$ cat config.mk
export PLATFORM = sky130hd
export DESIGN_NAME = uart_rx_deserializer
export DESIGN_NICKNAME = d
export VERILOG_FILES = /design/src/rtl/uart_rx_deserializer.sv
export SDC_FILE = /design/constraint.sdc
export NUM_CORES = 1
export LEC_CHECK = 0
export CORE_ASPECT_RATIO = 1.4
export CORE_MARGIN = 3
export CORE_UTILIZATION = 55
export CTS_CLUSTER_SIZE = 40
export DETAILED_ROUTE_END_ITERATION = 10
export HOLD_SLACK_MARGIN = 0.05
export PLACE_DENSITY = 0.81
export SKIP_CTS_REPAIR_TIMING = 1
export SYNTH_ARGS = -nofsm -noshare
export SYNTH_HDL_FRONTEND = slang
export SYNTH_SLANG_ARGS = --single-unit
$ cat constraint.sdc
create_clock -name clk -period 8.09 [get_ports clk]
set_input_delay 1.2135 -clock clk [delete_from_list [all_inputs] [get_ports clk]]
set_output_delay 1.2135 -clock clk [all_outputs]
set_load 0.01 [all_outputs]
$ cat src/rtl/uart_rx_deserializer.sv
// UART receive deserializer: 16x oversampled start/data/parity/stop framing, byte delivery with error flags.
// Latency: result pulses one cycle after the last stop sample; no backpressure (consumer must take rx_valid).
// Optional UART_RX_MAJORITY_VOTE_EN: 2-of-3 vote over ticks 6/7/8 instead of a single tick-7 sample.
module uart_rx_deserializer #(
    parameter int BAUD_DIV_W  = 16,
    parameter int SYNC_STAGES = 2
) (
    input  logic                  clk,
    input  logic                  rst,
    input  logic                  rx_in,
    input  logic                  rx_en,
    input  logic [BAUD_DIV_W-1:0] baud_div,
    input  logic [3:0]            data_bits,
    input  logic                  parity_en,
    input  logic                  parity_odd,
    input  logic                  stop_bits,
    output logic [7:0]            rx_data,
    output logic                  rx_valid,
    output logic                  parity_error,
    output logic                  frame_error,
    output logic                  busy
);

    typedef enum logic [2:0] {IDLE, START, DATA, PARITY, STOP} state_t;

`ifdef UART_RX_MAJORITY_VOTE_EN
    localparam logic [3:0] SAMPLE_TICK = 4'd8;
`else
    localparam logic [3:0] SAMPLE_TICK = 4'd7;
`endif

    state_t                  state;
    logic [SYNC_STAGES-1:0]  sync;
    logic                    rx_s;
    logic [BAUD_DIV_W-1:0]   tick_cnt;
    logic [BAUD_DIV_W-1:0]   div_m1;
    logic                    tick;
    logic [3:0]              sample_cnt;
    logic [2:0]              bit_cnt;
    logic [7:0]              shreg;
    logic [3:0]              nbits_in;
    logic [3:0]              nbits_q;
    logic                    par_en_q;
    logic                    par_odd_q;
    logic                    two_stop_q;
    logic                    par_err_q;
    logic                    frame_err_q;
    logic                    line_idle;
    logic                    sample_bit;
    logic                    sample_pt;
    logic                    bit_end;

    always_ff @(posedge clk) begin
        if (rst) begin
            sync <= '1;
        end else begin
            sync <= {sync[SYNC_STAGES-2:0], rx_in};
        end
    end
    assign rx_s = sync[SYNC_STAGES-1];

    // >= rather than == so a baud_div shrink below the current count cannot stall the ticks
    assign div_m1 = (baud_div == '0) ? '0 : baud_div - BAUD_DIV_W'(1);
    assign tick   = (tick_cnt >= div_m1);

    always_ff @(posedge clk) begin
        if (rst) begin
            tick_cnt <= '0;
        end else begin
            tick_cnt <= tick ? '0 : tick_cnt + BAUD_DIV_W'(1);
        end
    end

    always_comb begin
        nbits_in = data_bits;
        if (data_bits < 4'd5) begin
            nbits_in = 4'd5;
        end else if (data_bits > 4'd8) begin
            nbits_in = 4'd8;
        end
    end

    assign sample_pt = tick && (sample_cnt == SAMPLE_TICK);
    assign bit_end   = tick && (sample_cnt == 4'd15);

`ifdef UART_RX_MAJORITY_VOTE_EN
    logic vote6;
    logic vote7;

    always_ff @(posedge clk) begin
        if (rst) begin
            vote6 <= 1'b1;
            vote7 <= 1'b1;
        end else if (tick) begin
            if (sample_cnt == 4'd6) vote6 <= rx_s;
            if (sample_cnt == 4'd7) vote7 <= rx_s;
        end
    end
    assign sample_bit = (vote6 & vote7) | (vote6 & rx_s) | (vote7 & rx_s);
`else
    assign sample_bit = rx_s;
`endif

    always_ff @(posedge clk) begin
        if (rst) begin
            state        <= IDLE;
            sample_cnt   <= '0;
            bit_cnt      <= '0;
            shreg        <= '0;
            nbits_q      <= 4'd8;
            par_en_q     <= 1'b0;
            par_odd_q    <= 1'b0;
            two_stop_q   <= 1'b0;
            par_err_q    <= 1'b0;
            frame_err_q  <= 1'b0;
            line_idle    <= 1'b0;
            rx_data      <= '0;
            rx_valid     <= 1'b0;
            parity_error <= 1'b0;
            frame_error  <= 1'b0;
        end else begin
            rx_valid     <= 1'b0;
            parity_error <= 1'b0;
            frame_error  <= 1'b0;
            if (state != IDLE && tick) begin
                sample_cnt <= sample_cnt + 4'd1;
            end
            if (state != IDLE && !rx_en) begin
                state <= IDLE;
            end else begin
                case (state)
                    IDLE: begin
                        if (rx_s) begin
                            line_idle <= 1'b1;
                        end
                        // line_idle gates out a held-low line (break) from retriggering
                        if (rx_en && !rx_s && line_idle) begin
                            state       <= START;
                            sample_cnt  <= '0;
                            bit_cnt     <= '0;
                            shreg       <= '0;
                            nbits_q     <= nbits_in;
                            par_en_q    <= parity_en;
                            par_odd_q   <= parity_odd;
                            two_stop_q  <= stop_bits;
                            par_err_q   <= 1'b0;
                            frame_err_q <= 1'b0;
                            line_idle   <= 1'b0;
                        end
                    end
                    START: begin
                        if (sample_pt && sample_bit) begin
                            state     <= IDLE;
                            line_idle <= 1'b1;
                        end else if (bit_end) begin
                            state <= DATA;
                        end
                    end
                    DATA: begin
                        if (sample_pt) begin
                            shreg[bit_cnt] <= sample_bit;
                        end
                        if (bit_end) begin
                            if ({1'b0, bit_cnt} == nbits_q - 4'd1) begin
                                bit_cnt <= '0;
                                state   <= par_en_q ? PARITY : STOP;
                            end else begin
                                bit_cnt <= bit_cnt + 3'd1;
                            end
                        end
                    end
                    PARITY: begin
                        if (sample_pt) begin
                            par_err_q <= ((^shreg) ^ sample_bit) != par_odd_q;
                        end
                        if (bit_end) begin
                            state <= STOP;
                        end
                    end
                    STOP: begin
                        // finishing at the last stop sample leaves half a bit to catch the next start edge
                        if (sample_pt) begin
                            if (bit_cnt[0] == two_stop_q) begin
                                state        <= IDLE;
                                rx_valid     <= 1'b1;
                                rx_data      <= shreg;
                                parity_error <= par_err_q;
                                frame_error  <= frame_err_q | ~sample_bit;
                                line_idle    <= sample_bit;
                            end else begin
                                frame_err_q <= frame_err_q | ~sample_bit;
                            end
                        end
                        if (bit_end) begin
                            bit_cnt <= bit_cnt + 3'd1;
                        end
                    end
                    default: state <= IDLE;
                endcase
            end
        end
    end

    assign busy = (state != IDLE);

endmodule

==> results_tabular.tex, run 1 <==
\begin{tabular}{lr}
\hline
Metric & Value \\
\hline
\multicolumn{2}{l}{\textbf{Outcome}} \\
\quad Status & finished clean \\
\multicolumn{2}{l}{\textbf{Routing}} \\
\quad Pre-antenna DRT Iters & 4 \\
\quad Average wire per standard cell & 14.2 µm \\
\quad Remaining DRCs & 0 \\
\quad Number of violations reported at the end of detailed-routing iteration 0 & 214 \\
\quad Total wire length & 7470 µm \\
\quad Via total after detailed routing & 3049 \\
\quad Routed Antenna Nets & 0 \\
\quad Via density per instance & 5.80 \\
\multicolumn{2}{l}{\textbf{Global route}} \\
\quad Global-route wire length before repair & 13000 µm \\
\quad Maximum number of pins on one net before global-route repair & 32 \\
\quad Number of antenna violations at the first check in global routing & 0 \\
\quad Via count of the first global-routing pass & 2992 \\
\quad Remaining Overflow, GRT & 0 \\
\quad Overall Global Routing Usage & 22.5\% \\
\quad Met1 GRT Util & 22.6\% \\
\quad Most Used Layer, Global Route & met2 \\
\quad Met3 capacity usage during global routing & 4.31\% \\
\quad Global-route met2 utilization & 42.1\% \\
\multicolumn{2}{l}{\textbf{Die}} \\
\quad Number of placement rows & 33 \\
\quad Initial standard-cell utilization of the core & 57.7\% \\
\quad Y dimension of the die & 99.8 µm \\
\quad Horizontal die dimension & 73.0 µm \\
\quad Die footprint & 7280 µm² \\
\quad Top-level port count & 39 \\
\quad Area of the core & 5990 µm² \\
\multicolumn{2}{l}{\textbf{Timing}} \\
\quad Fin crit period & 5.67 ns \\
\quad Max frequency & 176 MHz \\
\quad Setup Viol. Count Final & 0 \\
\quad Final max-slew violation count & 0 \\
\quad Worst Tran Pin Value & 0.590 ns \\
\quad Worst hold slack & 0.425 ns \\
\quad Total negative setup slack & 0 ns \\
\quad Fin. Hold Viols & 0 \\
\quad Worst clock skew on the final layout & 0.00831 ns \\
\quad Final Cycle Share & 70.1\% \\
\quad Setup repair after global routing missed its margin & false \\
\quad Relative slew slack & 60.5\% \\
\multicolumn{2}{l}{\textbf{Layout}} \\
\quad Total number of nets in the final design & 500 \\
\quad Area growth syn-to-layout & 17.4\% \\
\quad Layout cell share with drive strength beyond 1 & 5.48\% \\
\quad Count of inserted antenna diode cells & 0 \\
\quad Fillers & 513 \\
\multicolumn{2}{l}{\textbf{Synth}} \\
\quad Top FF cell, synth & sky130\_fd\_sc\_hd\_\_dfxtp\_1 \\
\quad Flop and latch count out of synthesis & 57 \\
\quad Gate Count Post-Synth & 418 \\
\quad Most frequently used cell type in the post-synthesis netlist & sky130\_fd\_sc\_hd\_\_dfxtp\_1 \\
\quad Ranking of synthesized cells by area & sky130\_fd\_sc\_hd\_\_dfxtp\_1, sky130\_fd\_sc\_hd\_\_ha\_1, sky130\_fd\_sc\_hd\_\_nor2\_1 \\
\quad Biggest area consumer among synthesized cells & sky130\_fd\_sc\_hd\_\_dfxtp\_1 \\
\quad Warnings from Yosys & 0 \\
\quad Cell Area, Synth & 3450 µm² \\
\quad Fraction of synthesized cell area taken by the top area cell type & 33.0\% \\
\quad Average footprint of a synthesized cell & 8.26 µm² \\
\quad Number of flops mapped to enable cells by yosys & 0 \\
\quad Fraction of synthesis flops using an asynchronous set or reset pin & 0\% \\
\quad Share of synthesized area occupied by flip-flops and latches & 33.0\% \\
\quad Synth cell count leaders & sky130\_fd\_sc\_hd\_\_dfxtp\_1, sky130\_fd\_sc\_hd\_\_nor2\_1, sky130\_fd\_sc\_hd\_\_nand2\_1, sky130\_fd\_sc\_hd\_\_xnor2\_1, sky130\_fd\_sc\_hd\_\_ha\_1 \\
\quad Number of distinct library cells after synthesis & 50 \\
\quad Post-Syn Nets & 467 \\
\multicolumn{2}{l}{\textbf{Critical path}} \\
\quad Bufs and invs on worst path & 1 \\
\quad Data required time of the critical path & 8.32 ns \\
\quad Critical path data arrival time & 5.90 ns \\
\quad Nature of the critical path endpoint & register \\
\quad CP max stage cell & sky130\_fd\_sc\_hd\_\_or4\_4 \\
\quad Setup CP Type & in2reg \\
\quad Largest stage delay, worst path & 0.57 ns \\
\quad Series of cell instances along the critical path & clkdlybuf4s50\_1, or4\_1, nor4\_1, nand4b\_1, and2\_1, ha\_1, nand2b\_1, a2111oi\_0, or4\_4, a311oi\_4, nand3\_1, mux2i\_1, nor2\_1 \\
\quad Setup crit start kind & input pin \\
\quad Top delay family on crit path & simple AND/OR/NAND/NOR gates \\
\quad Maximum fanout count along the critical path & 16 \\
\multicolumn{2}{l}{\textbf{Clocking}} \\
\quad Clock-pin transition on the worst setup and hold timing paths & 0.07 ns \\
\quad Buffer levels on the longest clock path & 2 \\
\quad Sink count of the clock tree & 57 \\
\quad Root buf cell & sky130\_fd\_sc\_hd\_\_clkbuf\_8 \\
\quad H-Tree Depth & 3 \\
\quad Number of CTS-inserted buffers & 9 \\
\quad Clock latency on the worst-skew pair & 0.35 ns \\
\quad CTS tree & yes \\
\multicolumn{2}{l}{\textbf{Placement}} \\
\quad Global placement routability congestion & 0.894 \\
\quad HPWL after DPL & 5590 µm \\
\quad PortBufs & 38 \\
\multicolumn{2}{l}{\textbf{Power and ir drop}} \\
\quad Largest voltage drop on the vdd net & 0.0920 mV \\
\quad Leakage power & 0.00167 µW \\
\quad Pwr Density & 185 nW/µm² \\
\multicolumn{2}{l}{\textbf{Run}} \\
\quad Max cap viols & 0 \\
\multicolumn{2}{l}{\textbf{Min path}} \\
\quad Path category of the worst min-delay check & reg2reg \\
\hline
\end{tabular}
## routing by layer
metal | wire (µm) | part of all wire, % | up-vias
met1 | 2990 | 40 | 1421
li1 | - | - | 1536
met3 | 300 | 4.0 | 21
met2 | 3910 | 52 | 71
met5 | 0 | 0 | -
met4 | 278 | 3.7 | 0
## report_power, final
part / total [µW] / leakage, µW / internal (µW) / switching (µW)
Sequential: 322 / 0.000461 / 293 / 28.9
Clock: 264 / 0.0000912 / 141 / 122
Combinational: 163 / 0.00112 / 75.1 / 87.8
Total: 749 / 0.00167 / 510 / 239
## cells in the final DEF (no fill, tap or decap), types with 3 or more instances in the layout
| cell type | count |
|---|---|
| sky130_fd_sc_hd__dfxtp_1 | 57 |
| sky130_fd_sc_hd__nor2_1 | 56 |
| sky130_fd_sc_hd__nand2_1 | 47 |
| sky130_fd_sc_hd__clkdlybuf4s50_1 | 38 |
| sky130_fd_sc_hd__xnor2_1 | 24 |
| sky130_fd_sc_hd__ha_1 | 22 |
| sky130_fd_sc_hd__xor2_1 | 21 |
| sky130_fd_sc_hd__nor3_1 | 16 |
| sky130_fd_sc_hd__nand3_1 | 16 |
| sky130_fd_sc_hd__a21oi_1 | 15 |
| sky130_fd_sc_hd__inv_1 | 11 |
| sky130_fd_sc_hd__mux2i_1 | 11 |
| sky130_fd_sc_hd__and3_1 | 9 |
| sky130_fd_sc_hd__clkbuf_8 | 9 |
| sky130_fd_sc_hd__nand2b_1 | 7 |
| sky130_fd_sc_hd__nor2b_1 | 7 |
| sky130_fd_sc_hd__o21ai_0 | 7 |
| sky130_fd_sc_hd__a221o_1 | 7 |
| sky130_fd_sc_hd__nor4b_1 | 6 |
| sky130_fd_sc_hd__nor4_1 | 5 |
| sky130_fd_sc_hd__a21o_1 | 5 |
| sky130_fd_sc_hd__nand3b_1 | 4 |
| sky130_fd_sc_hd__and4_1 | 4 |
| sky130_fd_sc_hd__nand4_1 | 4 |
| sky130_fd_sc_hd__or4_1 | 3 |
| sky130_fd_sc_hd__and2_1 | 3 |
| sky130_fd_sc_hd__a31oi_1 | 3 |
| sky130_fd_sc_hd__or2_2 | 3 |
| sky130_fd_sc_hd__nor3b_1 | 3 |
| sky130_fd_sc_hd__clkinvlp_4 | 3 |
## flip-flops by register name, indices dropped and copies added, names as in the netlist, 2 cells and up
signal and count:
rx_data 8, state 3, sync 2, sample_cnt 4, tick_cnt 16, nbits_q 4
shreg 8, bit_cnt 3
## layout make-up
cell class                      instances  area [µm²]  area share [%]
Multi-Input combinational cell        333        2200            54.3
Clock inverter                          7        71.3            1.76
Sequential cell                        57        1140            28.1
Clock buffer                            9         124            3.05
Tap cell                               70        87.6            2.16
Timing Repair Buffer                   39         388            9.56
Inverter                               11        41.3            1.02
## path summary, 6_finish.rpt
check | from | endpoint | slack, ns | cells after the start
setup reg to reg | tick_cnt[13] | rx_data[6] | 5.01 | 8
setup / recovery | baud_div[3] | rx_data[6] | 2.42 | 13
hold / removal | sync[0] | sync[1] | 0.43 | 1
hold reg to reg | sync[0] | sync[1] | 0.43 | 1
## logic make-up (layout without fill, tap and decap cells)
family / Yosys count / after routing / share of synthesized area, %
muxes: 12 / 12 / 3.51
xor gates and xnor gates: 45 / 45 / 11.4
and+or+nand+nor: 197 / 197 / 28.4
adders and majority gates: 22 / 22 / 7.97
DFF: 57 / 57 / 33.0
buffers and inverters: 28 / 66 / 3.19
AOI/OAI and AO/OA: 57 / 57 / 12.5
## metrics by stage
step                util [%]  cells  cell area [µm²]  power, µW  setup WS (ns)
floorplan                  -    418             3450        440           3.25
global placement        64.5    510             3860        485           2.24
detailed placement      64.5    510             3860        489           2.05
CTS                     67.8    526             4060        752           2.42
global route            67.8    526             4060        792           2.15
finish                  67.8    526             4060        749           2.42
## worst reg2reg max path: stages, from the launching register on
cell and delay [ns]:
sky130_fd_sc_hd__dfxtp_1 0.35, sky130_fd_sc_hd__ha_1 0.30, sky130_fd_sc_hd__and4_1 0.21, sky130_fd_sc_hd__nand4_1 0.11
sky130_fd_sc_hd__or4_4 0.59, sky130_fd_sc_hd__a311oi_4 0.45, sky130_fd_sc_hd__nand3_1 0.53, sky130_fd_sc_hd__mux2i_1 0.33
sky130_fd_sc_hd__nor2_1 0.08
Power figures use the tool's default switching activity.
==> run 2: changes to the inputs <==
CORE_UTILIZATION = 51   (was 55)
PLACE_DENSITY = 0.79   (was 0.81)
clock period = 5.04 ns   (was 8.09 ns; I/O delays follow)
==> run 2 against run 1 <==
Effect of this change: power is 70% higher; hold slack worse by 0.011 ns; sequential share of layout area is 0.50 points lower; count of clock-buffer cells in the layout is 2 higher; register-to-register slack worse by 2.7 ns; largest cell class unchanged.
==> results_tabular.tex, run 2 (synthesized netlist as in run 1, its figures left out) <==
\begin{tabular}{lr}
\hline
Metric & Value \\
\hline
\multicolumn{2}{l}{\textbf{Timing}} \\
\quad Worst Tran Pin Value & 0.503 ns (-0.0867 ns) \\
\quad Relative slew slack & 66.1\% (+5.6 points) \\
\quad Fin crit period & 4.70 ns \\
\quad Fin. Hold Viols & 0 (unchanged) \\
\quad Setup Viol. Count Final & 0 (unchanged) \\
\quad Final worst setup slack & 0.340 ns (-2.08 ns) \\
\quad Final Cycle Share & 93.3\% \\
\quad Final max-slew violation count & 0 (unchanged) \\
\quad Setup repair after global routing missed its margin & false \\
\quad Worst clock skew on the final layout & 0.00770 ns (-0.000615 ns) \\
\quad Max frequency & 213 MHz \\
\multicolumn{2}{l}{\textbf{Clocking}} \\
\quad CTS tree & yes \\
\quad Clock-pin transition on the worst setup and hold timing paths & 0.07 ns (about the same) \\
\quad Number of CTS-inserted buffers & 9 (unchanged) \\
\quad Buffer levels on the longest clock path & 2 (unchanged) \\
\quad H-Tree Depth & 3 (unchanged) \\
\quad Sink count of the clock tree & 57 (unchanged) \\
\quad Root buf cell & sky130\_fd\_sc\_hd\_\_clkbuf\_8 \\
\quad Clock latency on the worst-skew pair & 0.34 ns (about the same) \\
\multicolumn{2}{l}{\textbf{Layout}} \\
\quad Most frequent standard cell in the layout excluding fill and tap cells & sky130\_fd\_sc\_hd\_\_dfxtp\_1 \\
\quad Total number of nets in the final design & 505 (+1.0\%) \\
\quad Layout cell share with drive strength beyond 1 & 6.51\% (+1.0 points) \\
\quad Count of inserted antenna diode cells & 0 (unchanged) \\
\quad Share of the core filled with cells & 64.7\% (-3.0 points) \\
\quad Area growth syn-to-layout & 19.6\% \\
\quad Largest registers ranked by flip-flop count & tick\_cnt: 16 flops, rx\_data: 8 flops, shreg: 8 flops \\
\quad Top reg by flops & tick\_cnt \\
\quad Number of flip-flops under the largest register name & 16 (unchanged) \\
\quad Commonest cells after routing, fill and taps aside & sky130\_fd\_sc\_hd\_\_dfxtp\_1, sky130\_fd\_sc\_hd\_\_nor2\_1, sky130\_fd\_sc\_hd\_\_nand2\_1, sky130\_fd\_sc\_hd\_\_clkdlybuf4s50\_1, sky130\_fd\_sc\_hd\_\_xnor2\_1 \\
\quad Cell Count, Final, Fillers Out & 533 (+1.3\%) \\
\multicolumn{2}{l}{\textbf{Die}} \\
\quad Horizontal die dimension & 75.6 µm (+3.5\%) \\
\quad Initial standard-cell utilization of the core & 54.1\% (-3.6 points) \\
\quad Number of placement rows & 34 (+3.0\%) \\
\quad Y dimension of the die & 103 µm (+3.6\%) \\
\quad Top-level port count & 39 (unchanged) \\
\quad Area of the core & 6380 µm² (+6.6\%) \\
\quad Die footprint & 7810 µm² (+7.3\%) \\
\multicolumn{2}{l}{\textbf{Routing}} \\
\quad Via density per instance & 5.75 (-0.73\%) \\
\quad Number of violations reported at the end of detailed-routing iteration 0 & 236 (+10\%) \\
\quad Pre-antenna DRT Iters & 4 (unchanged) \\
\quad Routed Antenna Nets & 0 (unchanged) \\
\quad Average wire per standard cell & 13.9 µm (-2.4\%) \\
\quad Via total after detailed routing & 3067 (+0.59\%) \\
\quad Remaining DRCs & 0 (unchanged) \\
\quad Total wire length & 7390 µm (-1.2\%) \\
\multicolumn{2}{l}{\textbf{Power and ir drop}} \\
\quad Design Power & 1270 µW (+70\%) \\
\quad Leakage power & 0.00172 µW (+2.9\%) \\
\quad Largest voltage drop on the vdd net & 0.169 mV (+83\%) \\
\quad Pwr Density & 308 nW/µm² (+67\%) \\
\multicolumn{2}{l}{\textbf{Placement}} \\
\quad HPWL after DPL & 5630 µm (+0.76\%) \\
\quad PortBufs & 38 (unchanged) \\
\quad Setup Slack @ Placement & -0.0336 ns (-2.08 ns) \\
\quad Global placement routability congestion & 0.834 (-6.7\%) \\
\quad Total placed cells including tap cells & 517 (+1.4\%) \\
\multicolumn{2}{l}{\textbf{Critical path}} \\
\quad Setup crit start kind & input pin \\
\quad Maximum fanout count along the critical path & 8 (-8) \\
\quad Nature of the critical path endpoint & register \\
\quad Startpoint of the worst setup timing path & baud\_div[3] \\
\quad Setup CP Type & in2reg \\
\quad Data required time of the critical path & 5.27 ns (-3.05 ns) \\
\quad Startpoint of the most critical register-to-register path & tick\_cnt[0] \\
\quad Critical path data arrival time & 4.93 ns (-0.97 ns) \\
\multicolumn{2}{l}{\textbf{Global route}} \\
\quad Met3 capacity usage during global routing & 4.45\% (+0.14 points) \\
\quad Met1 GRT Util & 19.5\% (-3.0 points) \\
\quad Remaining Overflow, GRT & 0 (unchanged) \\
\quad Via count of the first global-routing pass & 3002 (+0.33\%) \\
\quad Number of antenna violations at the first check in global routing & 0 (unchanged) \\
\quad Global-route wire length before repair & 12300 µm (-5.5\%) \\
\quad Most Used Layer, Global Route & met2 \\
\quad Overall Global Routing Usage & 20.2\% (-2.4 points) \\
\quad Global-route met2 utilization & 37.3\% (-4.8 points) \\
\quad Maximum number of pins on one net before global-route repair & 32 (unchanged) \\
\multicolumn{2}{l}{\textbf{Outcome}} \\
\quad Status & finished clean \\
\multicolumn{2}{l}{\textbf{Min path}} \\
\quad Launch instance of the worst min-delay path & sync[0] \\
\quad Path category of the worst min-delay check & reg2reg \\
\multicolumn{2}{l}{\textbf{Run}} \\
\quad Max cap viols & 0 (unchanged) \\
\hline
\end{tabular}
==> run 2: worst max-delay path, stage by stage <==
cell                              delay [ns]
sky130_fd_sc_hd__clkdlybuf4s50_1        0.47
sky130_fd_sc_hd__or4_1                  0.55
sky130_fd_sc_hd__nor4_1                 0.34
sky130_fd_sc_hd__nand2_1                0.17
sky130_fd_sc_hd__nor2_1                 0.15
sky130_fd_sc_hd__xor2_1                 0.16
sky130_fd_sc_hd__nand2_1                0.07
sky130_fd_sc_hd__ha_1                   0.30
sky130_fd_sc_hd__and4_1                 0.22
sky130_fd_sc_hd__nand4_1                0.11
sky130_fd_sc_hd__or4_4                  0.58
sky130_fd_sc_hd__a311oi_4               0.36
sky130_fd_sc_hd__a21oi_2                0.10
sky130_fd_sc_hd__o21bai_4               0.22
sky130_fd_sc_hd__a221o_1                0.38
==> run 2: metrics by stage <==
step	TNS [ns]	cell area, µm²	hold slack, ns
2_1_floorplan	0	3450	0.389
3_3_place_gp	0	3900	0.410
3_5_place_dp	-0.146	3900	0.401
4_1_cts	0	4130	0.421
5_1_grt	0	4130	0.447
6_report	0	4130	0.415
==> run 2: per-layer routing <==
layer / vias to the layer above / wire, µm
met3: 20 / 268
met5: - / 0
met1: 1428 / 2990
met2: 75 / 3830
li1: 1544 / -
met4: 0 / 301
==> run 2: worst paths after layout <==
kind | slack (ns) | cells after the start | end
worst max-delay path | 0.34 | 15 | shreg[5]
worst min-delay path | 0.41 | 1 | sync[1]
worst max register to register | 2.28 | 10 | shreg[5]
worst min register to register | 0.41 | 1 | sync[1]
==> run 2: final cells by class <==
| cell class | count | area, µm² |
|---|---|---|
| fillers | 575 | 2250 |
| multi-input cells | 333 | 2200 |
| flip-flops and latches | 57 | 1140 |
| repair buffers | 44 | 425 |
| clock buffers | 11 | 151 |
| well taps | 72 | 90.1 |
| clock inverters | 5 | 77.6 |
| inverters | 11 | 41.3 |
==> run 2: report_power, final <==
| group | switching, µW | total, µW | leakage [µW] | internal [µW] |
|---|---|---|---|---|
| clock | 183 | 486 | 0.000115 | 303 |
| combinational | 144 | 267 | 0.00114 | 123 |
| sequential | 47.1 | 518 | 0.000461 | 471 |
==> run 3: changes to the inputs <==
CORE_MARGIN = 4   (was 3)
==> run 3 against run 2 <==
Effect of this change: critical path depth up 1; die area up 4.6%; worst setup slack improved by 0.048 ns; sequential power about the same; sequential share of layout area up 0.26 points; cell area decreased by 0.94%; utilization is 2.4 points lower; first-iteration DRC count down 17%; hold slack improved by 0.0026 ns; combinational power about the same; non-clock buffer count is the same; largest cell class unchanged.
==> results_tabular.tex, run 3 (synthesized netlist as in run 1, its figures left out) <==
\begin{tabular}{lr}
\hline
Metric & Value \\
\hline
\multicolumn{2}{l}{\textbf{Outcome}} \\
\quad Status & finished clean \\
\multicolumn{2}{l}{\textbf{Min path}} \\
\quad Worst hold path endpoint & sync[1] \\
\quad Worst hold stages & 1 (unchanged) \\
\quad Path category of the worst min-delay check & reg2reg \\
\quad Launch instance of the worst min-delay path & sync[0] \\
\multicolumn{2}{l}{\textbf{Global route}} \\
\quad Via count of the first global-routing pass & 2888 (-3.8\%) \\
\quad Remaining Overflow, GRT & 0 (unchanged) \\
\quad Number of antenna violations at the first check in global routing & 0 (unchanged) \\
\quad Overall Global Routing Usage & 19.1\% (-1.1 points) \\
\quad Global-route wire length before repair & 12600 µm (+2.6\%) \\
\quad Maximum number of pins on one net before global-route repair & 23 (-28\%) \\
\multicolumn{2}{l}{\textbf{Placement}} \\
\quad Global placement routability congestion & 0.880 (+5.5\%) \\
\quad HPWL after DPL & 5680 µm (+0.78\%) \\
\quad PortBufs & 38 (unchanged) \\
\multicolumn{2}{l}{\textbf{Power and ir drop}} \\
\quad Largest voltage drop on the vdd net & 0.128 mV (-24\%) \\
\quad Leakage power & 0.00169 µW (-2.0\%) \\
\quad Design Power & 1170 µW (-8.0\%) \\
\quad Pwr Density & 286 nW/µm² (-7.1\%) \\
\multicolumn{2}{l}{\textbf{Clocking}} \\
\quad Number of CTS-inserted buffers & 9 (unchanged) \\
\quad Root buf cell & sky130\_fd\_sc\_hd\_\_clkbuf\_8 \\
\quad CTS tree & yes \\
\quad Buffer levels on the longest clock path & 2 (unchanged) \\
\quad Sink count of the clock tree & 57 (unchanged) \\
\quad Clock latency on the worst-skew pair & 0.34 ns (about the same) \\
\quad H-Tree Depth & 3 (unchanged) \\
\quad Clock-pin transition on the worst setup and hold timing paths & 0.07 ns (about the same) \\
\multicolumn{2}{l}{\textbf{Timing}} \\
\quad Worst Tran Pin Value & 0.859 ns (+0.355 ns) \\
\quad Fin crit period & 4.65 ns (-0.0476 ns) \\
\quad Max frequency & 215 MHz (+1.0\%) \\
\quad Setup repair after global routing missed its margin & false \\
\quad Fin. Hold Viols & 0 (unchanged) \\
\quad Worst clock skew on the final layout & 0.00866 ns (+0.000968 ns) \\
\quad Relative slew slack & 42.6\% (-24 points) \\
\quad Total negative setup slack & 0 ns (unchanged) \\
\quad Setup Viol. Count Final & 0 (unchanged) \\
\quad Final max-slew violation count & 0 (unchanged) \\
\quad Final Cycle Share & 92.3\% (-0.95 points) \\
\multicolumn{2}{l}{\textbf{Layout}} \\
\quad Number of flip-flops under the largest register name & 16 (unchanged) \\
\quad Layout cell share with drive strength beyond 1 & 6.72\% (+0.22 points) \\
\quad Most frequent standard cell in the layout excluding fill and tap cells & sky130\_fd\_sc\_hd\_\_dfxtp\_1 \\
\quad Top reg by flops & tick\_cnt \\
\quad Largest registers ranked by flip-flop count & tick\_cnt: 16 flops, rx\_data: 8 flops, shreg: 8 flops \\
\quad Fillers & 595 (+3.5\%) \\
\quad Count of inserted antenna diode cells & 0 (unchanged) \\
\quad Total number of nets in the final design & 505 (unchanged) \\
\quad Commonest cells after routing, fill and taps aside & sky130\_fd\_sc\_hd\_\_dfxtp\_1, sky130\_fd\_sc\_hd\_\_nor2\_1, sky130\_fd\_sc\_hd\_\_nand2\_1, sky130\_fd\_sc\_hd\_\_clkdlybuf4s50\_1, sky130\_fd\_sc\_hd\_\_xnor2\_1 \\
\quad Share of the core filled with cells & 62.3\% (-2.4 points) \\
\quad Area growth syn-to-layout & 18.4\% \\
\multicolumn{2}{l}{\textbf{Die}} \\
\quad Top-level port count & 39 (unchanged) \\
\quad Number of placement rows & 35 (+2.9\%) \\
\quad Horizontal die dimension & 77.6 µm (+2.6\%) \\
\quad Area of the core & 6570 µm² (+2.9\%) \\
\quad Initial standard-cell utilization of the core & 52.6\% (-1.5 points) \\
\quad Die footprint & 8170 µm² (+4.6\%) \\
\quad Y dimension of the die & 105 µm (+1.9\%) \\
\multicolumn{2}{l}{\textbf{Critical path}} \\
\quad Startpoint of the most critical register-to-register path & tick\_cnt[0] \\
\quad Setup crit start kind & input pin \\
\quad Cell count of the worst reg-to-reg path & 10 (unchanged) \\
\quad Maximum fanout count along the critical path & 8 (unchanged) \\
\quad Nature of the critical path endpoint & register \\
\quad Reg-to-reg slack, setup & 2.28 ns (about the same) \\
\quad Setup CP Type & in2reg \\
\quad Data required time of the critical path & 5.27 ns (about the same) \\
\quad Worst reg2reg path endpoint & shreg[2] \\
\quad Critical path data arrival time & 4.89 ns (-0.04 ns) \\
\multicolumn{2}{l}{\textbf{Routing}} \\
\quad Number of violations reported at the end of detailed-routing iteration 0 & 196 (-17\%) \\
\quad Pre-antenna DRT Iters & 4 (unchanged) \\
\quad Via density per instance & 5.64 (-1.9\%) \\
\quad Remaining DRCs & 0 (unchanged) \\
\quad Total wire length & 7300 µm (-1.2\%) \\
\quad Average wire per standard cell & 13.6 µm (-1.6\%) \\
\quad Via total after detailed routing & 3019 (-1.6\%) \\
\quad Routed Antenna Nets & 0 (unchanged) \\
\multicolumn{2}{l}{\textbf{Run}} \\
\quad Max cap viols & 0 (unchanged) \\
\hline
\end{tabular}
run 3: cell count changes in the layout (fill, tap and decap cells not counted):
cell                         delta
sky130_fd_sc_hd__clkinvlp_4     +3
sky130_fd_sc_hd__clkbuf_8       -1
sky130_fd_sc_hd__nor4_2         +1
sky130_fd_sc_hd__clkinv_2       -1
sky130_fd_sc_hd__bufinv_16      -2
sky130_fd_sc_hd__clkinv_4       +1
sky130_fd_sc_hd__nor4_1         -1
run 3: power by group:
part,total [µW],leakage (µW),internal [µW],switching (µW)
clock network,385,0.0000805,191,194
logic,270,0.00114,123,148
registers,515,0.000461,471,44.0
run 3: worst max-delay path, cell delays in order:
cell and delay (ns):
sky130_fd_sc_hd__clkdlybuf4s50_1 0.46, sky130_fd_sc_hd__inv_1 0.12, sky130_fd_sc_hd__ha_1 0.21, sky130_fd_sc_hd__nand2_1 0.11
sky130_fd_sc_hd__or4_1 0.47, sky130_fd_sc_hd__nor4_1 0.27, sky130_fd_sc_hd__xor2_1 0.18, sky130_fd_sc_hd__nand2_1 0.07
sky130_fd_sc_hd__ha_1 0.27, sky130_fd_sc_hd__and4_1 0.21, sky130_fd_sc_hd__nand4_1 0.11, sky130_fd_sc_hd__or4_4 0.59
sky130_fd_sc_hd__a311oi_4 0.34, sky130_fd_sc_hd__a21oi_2 0.09, sky130_fd_sc_hd__o21bai_4 0.22, sky130_fd_sc_hd__a221o_1 0.40
run 3: layout make-up:
| class | count | area (µm²) | share of cell area (%) |
|---|---|---|---|
| clock buffer | 10 | 138 | 3.36 |
| clock inverter | 6 | 43.8 | 1.07 |
| inverter | 11 | 41.3 | 1.01 |
| multi-input combinational | 333 | 2210 | 54.0 |
| sequential | 57 | 1140 | 27.9 |
| tap | 74 | 92.6 | 2.26 |
| timing repair buffer | 44 | 425 | 10.4 |
run 3: worst max path at each step:
stage                startpoint  cells after the start        to  slack, ns
floorplan           baud_div[5]                     14  shreg[5]       0.66
global placement    baud_div[3]                     15  shreg[4]       0.07
detailed placement  baud_div[3]                     15  shreg[5]      -0.04
CTS                 baud_div[3]                     15  shreg[2]       0.31
global route        baud_div[0]                     16  shreg[2]       0.02
finish              baud_div[0]                     16  shreg[2]       0.39
run 3: through the flow:
| stage | setup WS, ns | instances | hold slack (ns) | area [µm²] |
|---|---|---|---|---|
| 2_1_floorplan | 0.662 | 418 | 0.389 | 3450 |
| 3_3_place_gp | 0.0726 | 519 | 0.402 | 3900 |
| 3_5_place_dp | -0.0352 | 519 | 0.403 | 3900 |
| 4_1_cts | 0.314 | 535 | 0.419 | 4090 |
| 5_1_grt | 0.0190 | 535 | 0.440 | 4090 |
| 6_report | 0.388 | 535 | 0.417 | 4090 |
run 3: routing by layer:
| layer | GRT usage (%) | routed length [µm] |
|---|---|---|
| met5 | 0 | 0 |
| met4 | 10.4 | 202 |
| met3 | 3.16 | 284 |
| met2 | 36.2 | 4000 |
| met1 | 19.4 | 2820 |
